===== src/rtl/uart_rx_fsm.sv =====
// -----------------------------------------------------------------------------
// uart_rx_fsm
//
// UART receiver. The serial line is synchronized, then sampled on a 16x (by
// default) oversampling tick. A falling edge is qualified at mid start bit,
// data bits are shifted in LSB first, optional parity and the stop bit are
// checked, and the received word is presented with a one-clock valid strobe.
// The state encoding is shared with the TX path.
//
// Ports:
//   clk         system clock
//   rst         synchronous reset, active-high
//   s_tick      oversample enable, one clk wide, OVERSAMPLE x baud
//   rx          asynchronous serial input, idle high
//   rx_data     last received data word (holds until the next stop sample)
//   rx_valid    one-clock strobe: rx_data / parity_err / frame_err updated
//   parity_err  parity mismatch on the last frame
//   frame_err   stop bit sampled low on the last frame
//   busy        high whenever the FSM is not idle
//   state       idle=000, start=001, data=010, parity=011, stop=100
// -----------------------------------------------------------------------------
module uart_rx_fsm #(
   parameter int DATA_BITS  = 8,
   parameter int OVERSAMPLE = 16,
   parameter int PARITY_EN  = 1,
   parameter int PARITY_ODD = 0
) (
   input  logic                 clk,
   input  logic                 rst,
   input  logic                 s_tick,
   input  logic                 rx,
   output logic [DATA_BITS-1:0] rx_data,
   output logic                 rx_valid,
   output logic                 parity_err,
   output logic                 frame_err,
   output logic                 busy,
   output logic [2:0]           state
);

   localparam int TICK_W = $clog2(OVERSAMPLE);
   localparam int BIT_W  = $clog2(DATA_BITS);

   localparam logic [TICK_W-1:0] TICK_MID  = TICK_W'(OVERSAMPLE / 2 - 1);
   localparam logic [TICK_W-1:0] TICK_END  = TICK_W'(OVERSAMPLE - 1);
   localparam logic [BIT_W-1:0]  BIT_LAST  = BIT_W'(DATA_BITS - 1);
   localparam logic              PAR_ODD_B = (PARITY_ODD != 0);
   localparam logic              PAR_EN_B  = (PARITY_EN != 0);

   typedef enum logic [2:0] {
      ST_IDLE   = 3'b000,
      ST_START  = 3'b001,
      ST_DATA   = 3'b010,
      ST_PARITY = 3'b011,
      ST_STOP   = 3'b100
   } state_t;

   // Registered state
   logic                 r_rx_meta;
   logic                 r_rx_s;
   state_t               r_state;
   logic [TICK_W-1:0]    r_tick_cnt;
   logic [BIT_W-1:0]     r_bit_cnt;
   logic [DATA_BITS-1:0] r_shift;
   logic                 r_par_bad;     // parity result held until stop
   logic                 r_armed;       // cleared by a low stop bit (break)
   logic [DATA_BITS-1:0] r_rx_data;
   logic                 r_rx_valid;
   logic                 r_parity_err;
   logic                 r_frame_err;

   // Next-state values
   state_t               w_state_nxt;
   logic [TICK_W-1:0]    w_tick_cnt_nxt;
   logic [BIT_W-1:0]     w_bit_cnt_nxt;
   logic [DATA_BITS-1:0] w_shift_nxt;
   logic                 w_par_bad_nxt;
   logic                 w_armed_nxt;
   logic [DATA_BITS-1:0] w_rx_data_nxt;
   logic                 w_rx_valid_nxt;
   logic                 w_parity_err_nxt;
   logic                 w_frame_err_nxt;

   // ---------------------------------------------------------------------------
   // Two-flop synchronizer for the asynchronous line.
   // NOTE: both flops reset to 1 (idle level) so leaving reset never looks
   // like a falling edge / start bit.
   // ---------------------------------------------------------------------------
   always_ff @(posedge clk) begin
      if (rst) begin
         r_rx_meta <= 1'b1;
         r_rx_s    <= 1'b1;
      end else begin
         r_rx_meta <= rx;
         r_rx_s    <= r_rx_meta;
      end
   end

   // ---------------------------------------------------------------------------
   // State register.
   // NOTE: sequential state uses non-blocking assignments only, so every flop
   // samples the pre-edge value of every other flop.
   // ---------------------------------------------------------------------------
   always_ff @(posedge clk) begin
      if (rst) begin
         r_state      <= ST_IDLE;
         r_tick_cnt   <= '0;
         r_bit_cnt    <= '0;
         r_shift      <= '0;
         r_par_bad    <= 1'b0;
         r_armed      <= 1'b1;
         r_rx_data    <= '0;
         r_rx_valid   <= 1'b0;
         r_parity_err <= 1'b0;
         r_frame_err  <= 1'b0;
      end else begin
         r_state      <= w_state_nxt;
         r_tick_cnt   <= w_tick_cnt_nxt;
         r_bit_cnt    <= w_bit_cnt_nxt;
         r_shift      <= w_shift_nxt;
         r_par_bad    <= w_par_bad_nxt;
         r_armed      <= w_armed_nxt;
         r_rx_data    <= w_rx_data_nxt;
         r_rx_valid   <= w_rx_valid_nxt;
         r_parity_err <= w_parity_err_nxt;
         r_frame_err  <= w_frame_err_nxt;
      end
   end

   // ---------------------------------------------------------------------------
   // Next-state / output logic. Everything advances only on s_tick, except the
   // valid strobe which defaults low and therefore drops on the next clk.
   // NOTE: every signal gets a default before the case so no path leaves one
   // unassigned and no latch is inferred.
   // ---------------------------------------------------------------------------
   always_comb begin
      w_state_nxt      = r_state;
      w_tick_cnt_nxt   = r_tick_cnt;
      w_bit_cnt_nxt    = r_bit_cnt;
      w_shift_nxt      = r_shift;
      w_par_bad_nxt    = r_par_bad;
      w_armed_nxt      = r_armed;
      w_rx_data_nxt    = r_rx_data;
      w_rx_valid_nxt   = 1'b0;
      w_parity_err_nxt = r_parity_err;
      w_frame_err_nxt  = r_frame_err;

      if (s_tick) begin
         unique case (r_state)
            ST_IDLE: begin
               if (!r_rx_s && r_armed) begin
                  w_state_nxt    = ST_START;
                  w_tick_cnt_nxt = '0;
               end else if (r_rx_s) begin
                  // Line released after a break: allow start detection again.
                  w_armed_nxt = 1'b1;
               end
            end

            ST_START: begin
               if (r_tick_cnt == TICK_MID) begin
                  if (!r_rx_s) begin
                     w_state_nxt    = ST_DATA;
                     w_tick_cnt_nxt = '0;
                     w_bit_cnt_nxt  = '0;
                  end else begin
                     // Low pulse shorter than half a bit: treat as noise.
                     w_state_nxt = ST_IDLE;
                  end
               end else begin
                  w_tick_cnt_nxt = r_tick_cnt + TICK_W'(1);
               end
            end

            ST_DATA: begin
               if (r_tick_cnt == TICK_END) begin
                  // LSB arrives first, so shift right and insert at the MSB.
                  w_shift_nxt    = {r_rx_s, r_shift[DATA_BITS-1:1]};
                  w_tick_cnt_nxt = '0;
                  if (r_bit_cnt == BIT_LAST) begin
                     w_state_nxt = PAR_EN_B ? ST_PARITY : ST_STOP;
                  end else begin
                     w_bit_cnt_nxt = r_bit_cnt + BIT_W'(1);
                  end
               end else begin
                  w_tick_cnt_nxt = r_tick_cnt + TICK_W'(1);
               end
            end

            ST_PARITY: begin
               if (r_tick_cnt == TICK_END) begin
                  w_par_bad_nxt  = ((^r_shift) ^ r_rx_s) != PAR_ODD_B;
                  w_tick_cnt_nxt = '0;
                  w_state_nxt    = ST_STOP;
               end else begin
                  w_tick_cnt_nxt = r_tick_cnt + TICK_W'(1);
               end
            end

            ST_STOP: begin
               if (r_tick_cnt == TICK_END) begin
                  w_rx_data_nxt    = r_shift;
                  w_parity_err_nxt = PAR_EN_B & r_par_bad;
                  w_frame_err_nxt  = ~r_rx_s;
                  w_rx_valid_nxt   = 1'b1;
                  w_tick_cnt_nxt   = '0;
                  w_state_nxt      = ST_IDLE;
                  // A low stop bit may be the start of a break; hold off start
                  // detection until the line has been seen high again.
                  if (!r_rx_s) begin
                     w_armed_nxt = 1'b0;
                  end
               end else begin
                  w_tick_cnt_nxt = r_tick_cnt + TICK_W'(1);
               end
            end

            default: begin
               w_state_nxt = ST_IDLE;
            end
         endcase
      end
   end

   assign rx_data    = r_rx_data;
   assign rx_valid   = r_rx_valid;
   assign parity_err = r_parity_err;
   assign frame_err  = r_frame_err;
   assign busy       = (r_state != ST_IDLE);
   assign state      = r_state;

endmodule


===== config.mk =====
export PLATFORM = sky130hd
export DESIGN_NAME = uart_rx_fsm
export DESIGN_NICKNAME = d
export VERILOG_FILES = /design/src/rtl/uart_rx_fsm.sv
export SDC_FILE = /design/constraint.sdc
export NUM_CORES = 1
export LEC_CHECK = 0
export CAP_MARGIN = 30
export CELL_PAD_IN_SITES_DETAIL_PLACEMENT = 1
export CELL_PAD_IN_SITES_GLOBAL_PLACEMENT = 1
export CORE_ASPECT_RATIO = 0.9
export CORE_MARGIN = 8
export CORE_UTILIZATION = 40
export CTS_BUF_LIST = sky130_fd_sc_hd__clkbuf_16
export DETAILED_ROUTE_END_ITERATION = 7
export PLACE_DENSITY = 0.83
export SYNTH_ARGS = -nofsm -noshare
export SYNTH_HDL_FRONTEND = slang
export SYNTH_SLANG_ARGS = --single-unit

===== constraint.sdc =====
create_clock -name clk -period 1.9 [get_ports clk]
set_clock_uncertainty 0.2 [all_clocks]
set_input_delay 0.475 -clock clk [delete_from_list [all_inputs] [get_ports clk]]
set_output_delay 0.475 -clock clk [all_outputs]
set_load 0.02 [all_outputs]

[After elaboration in Yosys (flattened, before gate mapping)]
Cells that the tools add are included.
Word-level totals
  bits in registers: 33
  input port bits: 4
  output and inout port bits: 15
  word-level logic and storage cells: 78
Cells by class
  add/subtract/negate cells: 2
  eq/ne operators: 19
  mux-type cells: 24
  bitwise operators: 4
  reduce and logical (&&, ||, !) cells: 17
Operators by type and width (count)
  2-to-1 mux 3 bit: 10
  != test 2 bit (second input constant): 11
  2-to-1 mux 4 bit: 4
  one-hot mux 3 bit (5 select lines): 1
  one-hot mux 4 bit (3 select lines): 1
  AND reduction 6 bit: 2
  AND reduction 3 bit: 3
  parity 8 bit: 1
  AND reduction 7 bit: 1
  == test 3 x 2 -> 1 bit (second input constant): 2
  == test 3 bit (second input constant): 2
  one-hot mux 3 bit (2 select lines): 1
  nonzero test 3 bit: 2
  OR reduction 3 bit: 2
  2-to-1 mux 1 bit: 5
  adder 4 x 1 -> 4 bit (second input constant): 1
  == test 4 x 3 -> 1 bit (second input constant): 1
  == test 4 bit (second input constant): 1
  AND reduction 4 bit: 1
  nonzero test 2 bit: 2
  adder 3 x 1 -> 3 bit (second input constant): 1
  == test 3 x 1 -> 1 bit (second input constant): 1
  logical NOT 3 bit: 1
  != test 3 bit (second input constant): 1
  6 further kinds: 8

[Depth between registers and ports, before layout]
Gate-level depths: netlist of the first run.
  depth after elaboration: 4
  gate-level depth with buffers: 7
  gate-level depth less buffers: 7

[Worst setup path before layout of the first run]
OpenSTA, ideal clock, no wires.
  path type: flip-flop to flip-flop
  start point: register r_tick_cnt[0]
  end point: register r_bit_cnt[0]
  setup time: 0.070 ns
  data arrival time: 1.497 ns
  data required time: 1.630 ns
  slack: 0.132 ns
  cell stages (with the launch flop): 7
  buffers on the path: 0
  period minus slack after synthesis: 1.768 ns
  cell sequence: dfxtp_1 > ha_1 > nand3b_1 > nor4b_2 > o21ai_1 > or3_1 > a21oi_1
On the way
  word-level cells in the longest chain between the ends: 3
  elaborated cells between the ends (all ways): 5
  those cells by class: eq/ne (4); reduce/logical (1)
RTL lines
  from (decl): RTL line 61  | logic [TICK_W-1:0] r_tick_cnt;
  from (signal assigned): RTL line 117  | r_tick_cnt <= w_tick_cnt_nxt;
  == test 4 bit or == test 4 x 3 -> 1 bit (tied branches): RTL line 175, 160
  != test 2 bit (no line)
  AND reduction 6 bit (no line) *
  to (signal assigned): RTL line 118  | r_bit_cnt <= w_bit_cnt_nxt;
  to (decl): RTL line 62  | logic [BIT_W-1:0] r_bit_cnt;
Mark *: on every way between the ends. The rest lies on a longest branch, timed or not.
A chain may end at the register's enable or synchronous reset.

[Final worst setup path of the first run]
  start point: register r_tick_cnt[1]
  end point: register r_bit_cnt[0]
The elaborated chain is that of the path after synthesis.

==> results of run 1 <==
worst reg2reg max path, cell delays in order (launching register included):
cell	delay (ps)
sky130_fd_sc_hd__dfxtp_2	350
sky130_fd_sc_hd__ha_4	160
sky130_fd_sc_hd__nand3b_1	160
sky130_fd_sc_hd__nor4b_2	320
sky130_fd_sc_hd__o21ai_2	130
sky130_fd_sc_hd__or3_1	350
sky130_fd_sc_hd__a21oi_2	140
flip-flops by register name (all words and copies together), names as in the netlist:
name        count
r_armed         1
r_shift         8
r_tick_cnt      4
r_bit_cnt       3
parity_err      1
r_rx_s          1
frame_err       1
rx_data         8
state           3
r_par_bad       1
r_rx_meta       1
rx_valid        1
final cells by class:
type	count	area (µm²)	share of cell area, %
well taps	46	57.56	2.773
repair buffers	40	362.8	17.48
flip-flops and latches	33	664.4	32.01
inverters	5	18.77	0.9042
clock buffers	5	125.1	6.028
clock inverters	2	7.507	0.3617
multi-input cells	125	839.6	40.45
placed cells by master, fill, tap and decap left out, drive strengths merged, types with 2 or more instances in the layout:
| cell | netlist | routed |
|---|---|---|
| nand3b | 2 | 2 |
| o21ai | 14 | 14 |
| dlymetal6s2s | 0 | 4 |
| nand3 | 4 | 4 |
| o2111ai | 2 | 2 |
| nor2 | 21 | 21 |
| xnor2 | 5 | 5 |
| mux2i | 10 | 10 |
| a21oi | 16 | 16 |
| clkdlybuf4s50 | 0 | 3 |
| dfxtp | 33 | 33 |
| nand2 | 17 | 17 |
| or2 | 2 | 2 |
| buf | 5 | 23 |
| or3 | 6 | 6 |
| clkbuf | 6 | 5 |
| nor2b | 2 | 2 |
| dlygate4sd2 | 0 | 10 |
| nand2b | 2 | 2 |
| inv | 5 | 6 |
| a31oi | 2 | 2 |
| ha | 3 | 3 |
metrics by stage:
stage / util, % / hold WS [ps] / TNS (ps) / cell area [µm²]
final: 56.83 / 211.0 / 0 / 2076
after global routing: 56.83 / 231.0 / -195.5 / 2076
after CTS: 55.84 / 215.6 / 0 / 2039
after detailed placement: 50.70 / 205.4 / -4154 / 1852
after global placement: 50.70 / 200.5 / -2344 / 1852
after floorplan: - / 189.5 / 0 / 1501
kinds of logic (layout without fill, tap and decap cells):
kind of cell / count (synthesis) / count (layout) / synth area share, %
mux: 10 / 10 / 6.667
xor+xnor: 7 / 7 / 5.000
compound gates: 43 / 43 / 17.08
buf+inv: 16 / 52 / 4.416
fa+ha+maj: 3 / 3 / 2.500
flops: 33 / 33 / 44.00
simple gates: 62 / 62 / 20.33
worst paths after layout:
check,from,to,cells past startpoint
max,r_tick_cnt[1],r_bit_cnt[0],6
min,r_rx_meta,r_rx_s,1
max reg2reg,r_tick_cnt[1],r_bit_cnt[0],6
min reg2reg,r_rx_meta,r_rx_s,1
repair_timing:
item	4_1_cts	5_1_grt
pin swaps	5	7
gates resized for setup	25	12
buffers inserted	3	1
endpoints found under the setup margin	19	21
routing by layer:
layer  wire length, µm  share of wire, %  vias up
li1                  -                 -      674
met1              1838                42      687
met2              2407                55       13
met3                97               2.2        9
met4                60               1.4        0
met5                 0                 0        -
where the power goes:
| part | switching (mW) | internal, mW | total [mW] |
|---|---|---|---|
| logic | 0.0388 | 0.0302 | 0.0691 |
| clock network | 0.258 | 0.467 | 0.724 |
| registers | 0.00294 | 0.697 | 0.700 |
| total | 0.299 | 1.19 | 1.49 |
==> reports/metrics.yaml, run 1 <==
status: "completed"
reg_to_reg_slack_setup_ps: 10
clock_latency_ps: 270
port_buffers: 18
synth_area_mm2: 0.001501
start_kind: "flip-flop"
timing.fmax_mhz: 529.4
synthesis.yosys.warnings: 0
crit_family: "simple AND/OR/NAND/NOR gates"
p_per_area_mw_per_mm2: 719.2
dp_hpwl_um: 3033
critical_path.max_stage_delay_ps: 350
leakagePower_nw: 0.9438
synth-async-reset-ratio_pct: 0
synth.top_cell.area_share_pct: 44.00
most_used_standard_cells_in_the_synthesized_netlist: "sky130_fd_sc_hd__dfxtp_1 (33), sky130_fd_sc_hd__nor2_1 (20), sky130_fd_sc_hd__nand2_1 (17), sky130_fd_sc_hd__a21oi_1 (16), sky130_fd_sc_hd__o21ai_0 (12)"
tritoncts: "done"
top_usage_layer: "met2"
dr_total_vias: 1383
synth.largest_area_cell: "sky130_fd_sc_hd__dfxtp_1"
cp.buffers_inverters: 0
grt.met1_usage_pct: 16.29
final_weighted_congestion_in_routability_driven_placement: 0.8064
ant_nets: 0
gr-usage-all-layers_pct: 15.51
relSlewSlack_pct: 74.91
maxSlewViolCount: 0
number_of_global_route_vias_before_repair: 1466
synth_edf_count: 0
synth-seq-area-share_pct: 44.00
h-tree-depth: 2
pin_count_of_the_biggest_net_entering_global_routing: 26
grt_first_pass_wirelength_um: 7169
die-area_mm2: 0.005973
critical_path.endpoint_type: "flip-flop"
power.ir.vdd_worst_mv: 0.5324
grt.met3_usage_pct: 5.072
final_hold_viol_count: 0
syn2layout_area_growth_pct: 38.25
cts_root_buffer: "sky130_fd_sc_hd__clkbuf_16"
fill_cells: 427
rsz0062_at_grt: "yes"
synth_fp_nets: 181
post-place-cells: 245
initial_standard_cell_utilization_of_the_core_pct: 41.11
power_mw: 1.493
critical_path_class: "flip-flop to flip-flop"
drt-pass1-iter-count: 4
core_mm2: 0.003652
clock-sinks: 33
grt.met2_usage_pct: 28.38
synth.most_common_cell: "sky130_fd_sc_hd__dfxtp_1"
io_pins: 19
yosys_register_bits: 33
worst_ep_arrival_time_ps: 1890
worst-slew-pin-transition_ps: 375.0
routed_via_density: 5.402
timing.final.crit_share_pct: 99.42
holdBufCountCts: 0
y_dimension_of_the_die_um: 74.12
antenna_cells: 0
path_clk_slew_ps: 50
unique_masters_post_synth: 39
cts_made_buffers: 5
timing.final.crit_period_ps: 1889
wirelength_um: 4404
antenna_found_initial: 0
pre_cts_slack_ps: -308.2
proportion_of_layout_cells_with_a_drive_suffix_above_1_pct: 22.38
syn_area_per_cell_um2: 8.629
layout_setup_ws_ps: 11.07
global_route.overflow_total: 0
synth-main-ff-cell: "sky130_fd_sc_hd__dfxtp_1"
first_iter_violations: 50
setup-violations-final: 0
timing.critical_path.fanout_max: 5
maxCapViolations: 0
cts.path.max_buffers: 2
critical_path.slowest_cell: "sky130_fd_sc_hd__dfxtp_2"
final_net_count: 217
hold_path_class: "flip-flop to flip-flop"
layout.cells.non_filler: 256
die_x_um: 80.58
num_rows: 21
timing.critical_path.cells: "ha_4 > nand3b_1 > nor4b_2 > o21ai_2 > or3_1 > a21oi_2"
post_synth_main_area_contributors: "sky130_fd_sc_hd__dfxtp_1 (44%), sky130_fd_sc_hd__mux2i_1 (6.7%), sky130_fd_sc_hd__a21oi_1 (5.3%)"
avgRoutedWirePerCell_um: 17.20
worstPathRequired_ps: 1900
postSynthCellCount: 174
drc_errors: 0
Power figures use the tool's default switching activity.
==> run 2, diff against run 1 <==
- CAP_MARGIN: 30 -> unset
==> results of run 2 <==
No change in the layout: final DEF, timing and power equal those of run 1.
==> run 3, diff against run 2 <==
- TNS_END_PERCENT: unset -> 20
==> run 3 against run 2 <==
  * Core utilization is 0.96 points lower
  * Highest routed layer unchanged
  * Worst setup slack better by 7.9 ps
  * Non-clock buffer count is 3 lower
  * Total power is 0.59% higher
  * Via count is 1.2% lower
  * Combinational power is 3% higher
==> reports/metrics.yaml, run 3 (synthesis results as in run 1) <==
global_route.overflow_total: 0  # unchanged
y_dimension_of_the_die_um: 74.12  # unchanged
antenna_cells: 0  # unchanged
rsz0062_at_grt: "yes"
number_of_cells_on_the_worst_reg_to_reg_path: 6  # unchanged
launch_point_of_the_worst_reg_to_reg_path: "r_tick_cnt[0]"
grt.met3_usage_pct: 5.193  # +0.12 points
final_hold_viol_count: 0  # unchanged
critical_path_class: "flip-flop to flip-flop"
cp.buffers_inverters: 0  # unchanged
die_x_um: 80.58  # unchanged
r2r_end: "r_bit_cnt[2]"
relSlewSlack_pct: 76.04  # +1.1 points
critical_path.slowest_cell: "sky130_fd_sc_hd__dfxtp_2"
proportion_of_layout_cells_with_a_drive_suffix_above_1_pct: 19.32  # -3.1 points
antenna_found_initial: 0  # unchanged
post-place-cells: 245  # unchanged
final_weighted_congestion_in_routability_driven_placement: 0.8064  # unchanged
top_usage_layer: "met2"
first_iter_violations: 45  # -10%
holdPathStages: 1  # unchanged
initial_standard_cell_utilization_of_the_core_pct: 41.11  # unchanged
grt_first_pass_wirelength_um: 6975  # -2.7%
die-area_mm2: 0.005973  # unchanged
power.ir.vdd_worst_mv: 0.5373  # +0.92%
timing.final.crit_share_pct: 99.00  # -0.42 points
port_buffers: 18  # unchanged
routed_via_density: 5.403  # about the same
tritoncts: "done"
drc_errors: 0  # unchanged
p_per_area_mw_per_mm2: 735.8  # +2.3%
num_rows: 21  # unchanged
layout.cells.non_filler: 253  # -1.2%
critical_path.max_stage_delay_ps: 350  # about the same
gr-usage-all-layers_pct: 15.18  # -0.33 points
start_kind: "flip-flop"
worst_ep_arrival_time_ps: 1880  # about the same
leakagePower_nw: 0.9321  # -1.2%
worst-slew-pin-transition_ps: 354.8  # -20.27 ps
layout.cells.most_common: "sky130_fd_sc_hd__dfxtp_1"
maxSlewViolCount: 0  # unchanged
grt.met2_usage_pct: 27.40  # -0.98 points
crit_family: "simple AND/OR/NAND/NOR gates"
timing.fmax_mhz: 531.6  # +0.42%
hold_start: "r_rx_meta"
hold_path_class: "flip-flop to flip-flop"
number_of_global_route_vias_before_repair: 1442  # -1.6%
utilization_pct: 55.88  # -0.96 points
dp_hpwl_um: 3033  # unchanged
syn2layout_area_growth_pct: 35.92
status: "completed"
timing.final.crit_period_ps: 1881  # -7.921 ps
setup-violations-final: 0  # unchanged
maxCapViolations: 0  # unchanged
cts_made_buffers: 5  # unchanged
critical_path.endpoint_type: "flip-flop"
final_net_count: 214  # -1.4%
drt-pass1-iter-count: 4  # unchanged
avgRoutedWirePerCell_um: 17.13  # -0.45%
core_mm2: 0.003652  # unchanged
pin_count_of_the_biggest_net_entering_global_routing: 26  # unchanged
worstPathRequired_ps: 1900  # about the same
timing.critical_path.cells: "ha_4 > nand3b_1 > nor4b_2 > o21ai_2 > or3_1 > a21oi_1"
io_pins: 19  # unchanged
cts_root_buffer: "sky130_fd_sc_hd__clkbuf_16"
cts.path.max_buffers: 2  # unchanged
dr_total_vias: 1367  # -1.2%
h-tree-depth: 2  # unchanged
grt.met1_usage_pct: 15.71  # -0.58 points
reg_to_reg_slack_setup_ps: 20  # about the same
wirelength_um: 4333  # -1.6%
timing.critical_path.fanout_max: 6  # +1
clock_latency_ps: 270  # about the same
path_clk_slew_ps: 50  # about the same
timing.hold.worst_endpoint: "r_rx_s"
ant_nets: 0  # unchanged
clock-sinks: 33  # unchanged
crit_cells: 6  # unchanged
holdBufCountCts: 0  # unchanged
layout.cells.most_common_list: "sky130_fd_sc_hd__dfxtp_1 (30), sky130_fd_sc_hd__nor2_1 (18), sky130_fd_sc_hd__nand2_1 (17), sky130_fd_sc_hd__buf_4 (17), sky130_fd_sc_hd__a21oi_1 (15)"
-- run 3: repair_timing --
| action | CTS | global route |
|---|---|---|
| endpoints found under the hold margin | 0 | 0 |
| resized for setup | 19 | 15 |
| endpoints found under the setup margin | 19 | 16 |
| pin swaps | 2 | 6 |
| setup buffers | 0 | 1 |
-- run 3: per-stage QoR --
step | hold slack, ps | power [mW] | instance area (µm²) | setup TNS, ps | setup WS [ps]
3_5_place_dp | 205.4 | 0.7813 | 1852 | -4154 | -308.2
5_1_grt | 230.9 | 1.542 | 2041 | -191.7 | -56.76
3_3_place_gp | 200.5 | 0.7785 | 1852 | -2344 | -203.7
2_1_floorplan | 189.5 | 0.7460 | 1501 | 0 | 132.1
4_1_cts | 215.6 | 1.503 | 1986 | -3.723 | -3.723
6_report | 210.8 | 1.502 | 2041 | 0 | 18.99
-- run 3: worst max path at each step --
stage,slack (ps),from,endpoint
6_report,20,r_tick_cnt[0],r_bit_cnt[2]
4_1_cts,-4,r_bit_cnt[0],r_bit_cnt[2]
2_1_floorplan,130,r_tick_cnt[0],r_bit_cnt[0]
3_5_place_dp,-310,s_tick,r_bit_cnt[2]
3_3_place_gp,-200,s_tick,r_bit_cnt[1]
5_1_grt,-60,r_tick_cnt[0],r_bit_cnt[0]
-- run 3: cell type report --
| cell class | count | area [µm²] |
|---|---|---|
| multi-input cells | 125 | 827.0 |
| flip-flops and latches | 33 | 664.4 |
| clock buffers | 5 | 125.1 |
| clock inverters | 2 | 7.507 |
| well taps | 46 | 57.56 |
| fillers | 426 | 1612 |
| repair buffers | 37 | 340.3 |
| inverters | 5 | 18.77 |
-- run 3: metal layers --
layer	wire (µm)	up-vias
met2	2342	18
met3	135	10
met1	1780	665
met5	0	-
li1	-	674
met4	75	0
-- run 3: worst reg2reg max path: stages (launching register included) --
cell	delay (ps)
sky130_fd_sc_hd__dfxtp_2	350
sky130_fd_sc_hd__ha_4	160
sky130_fd_sc_hd__nand3b_1	160
sky130_fd_sc_hd__nor4b_2	330
sky130_fd_sc_hd__o21ai_2	140
sky130_fd_sc_hd__or3_1	330
sky130_fd_sc_hd__a21oi_1	140
-- run 3: power breakdown --
part	internal, mW	leakage, nW	switching [mW]
Combinational	0.0316	0.597	0.0393
Sequential	0.697	0.267	0.00304
Clock	0.467	0.0685	0.264
Total	1.20	0.932	0.306
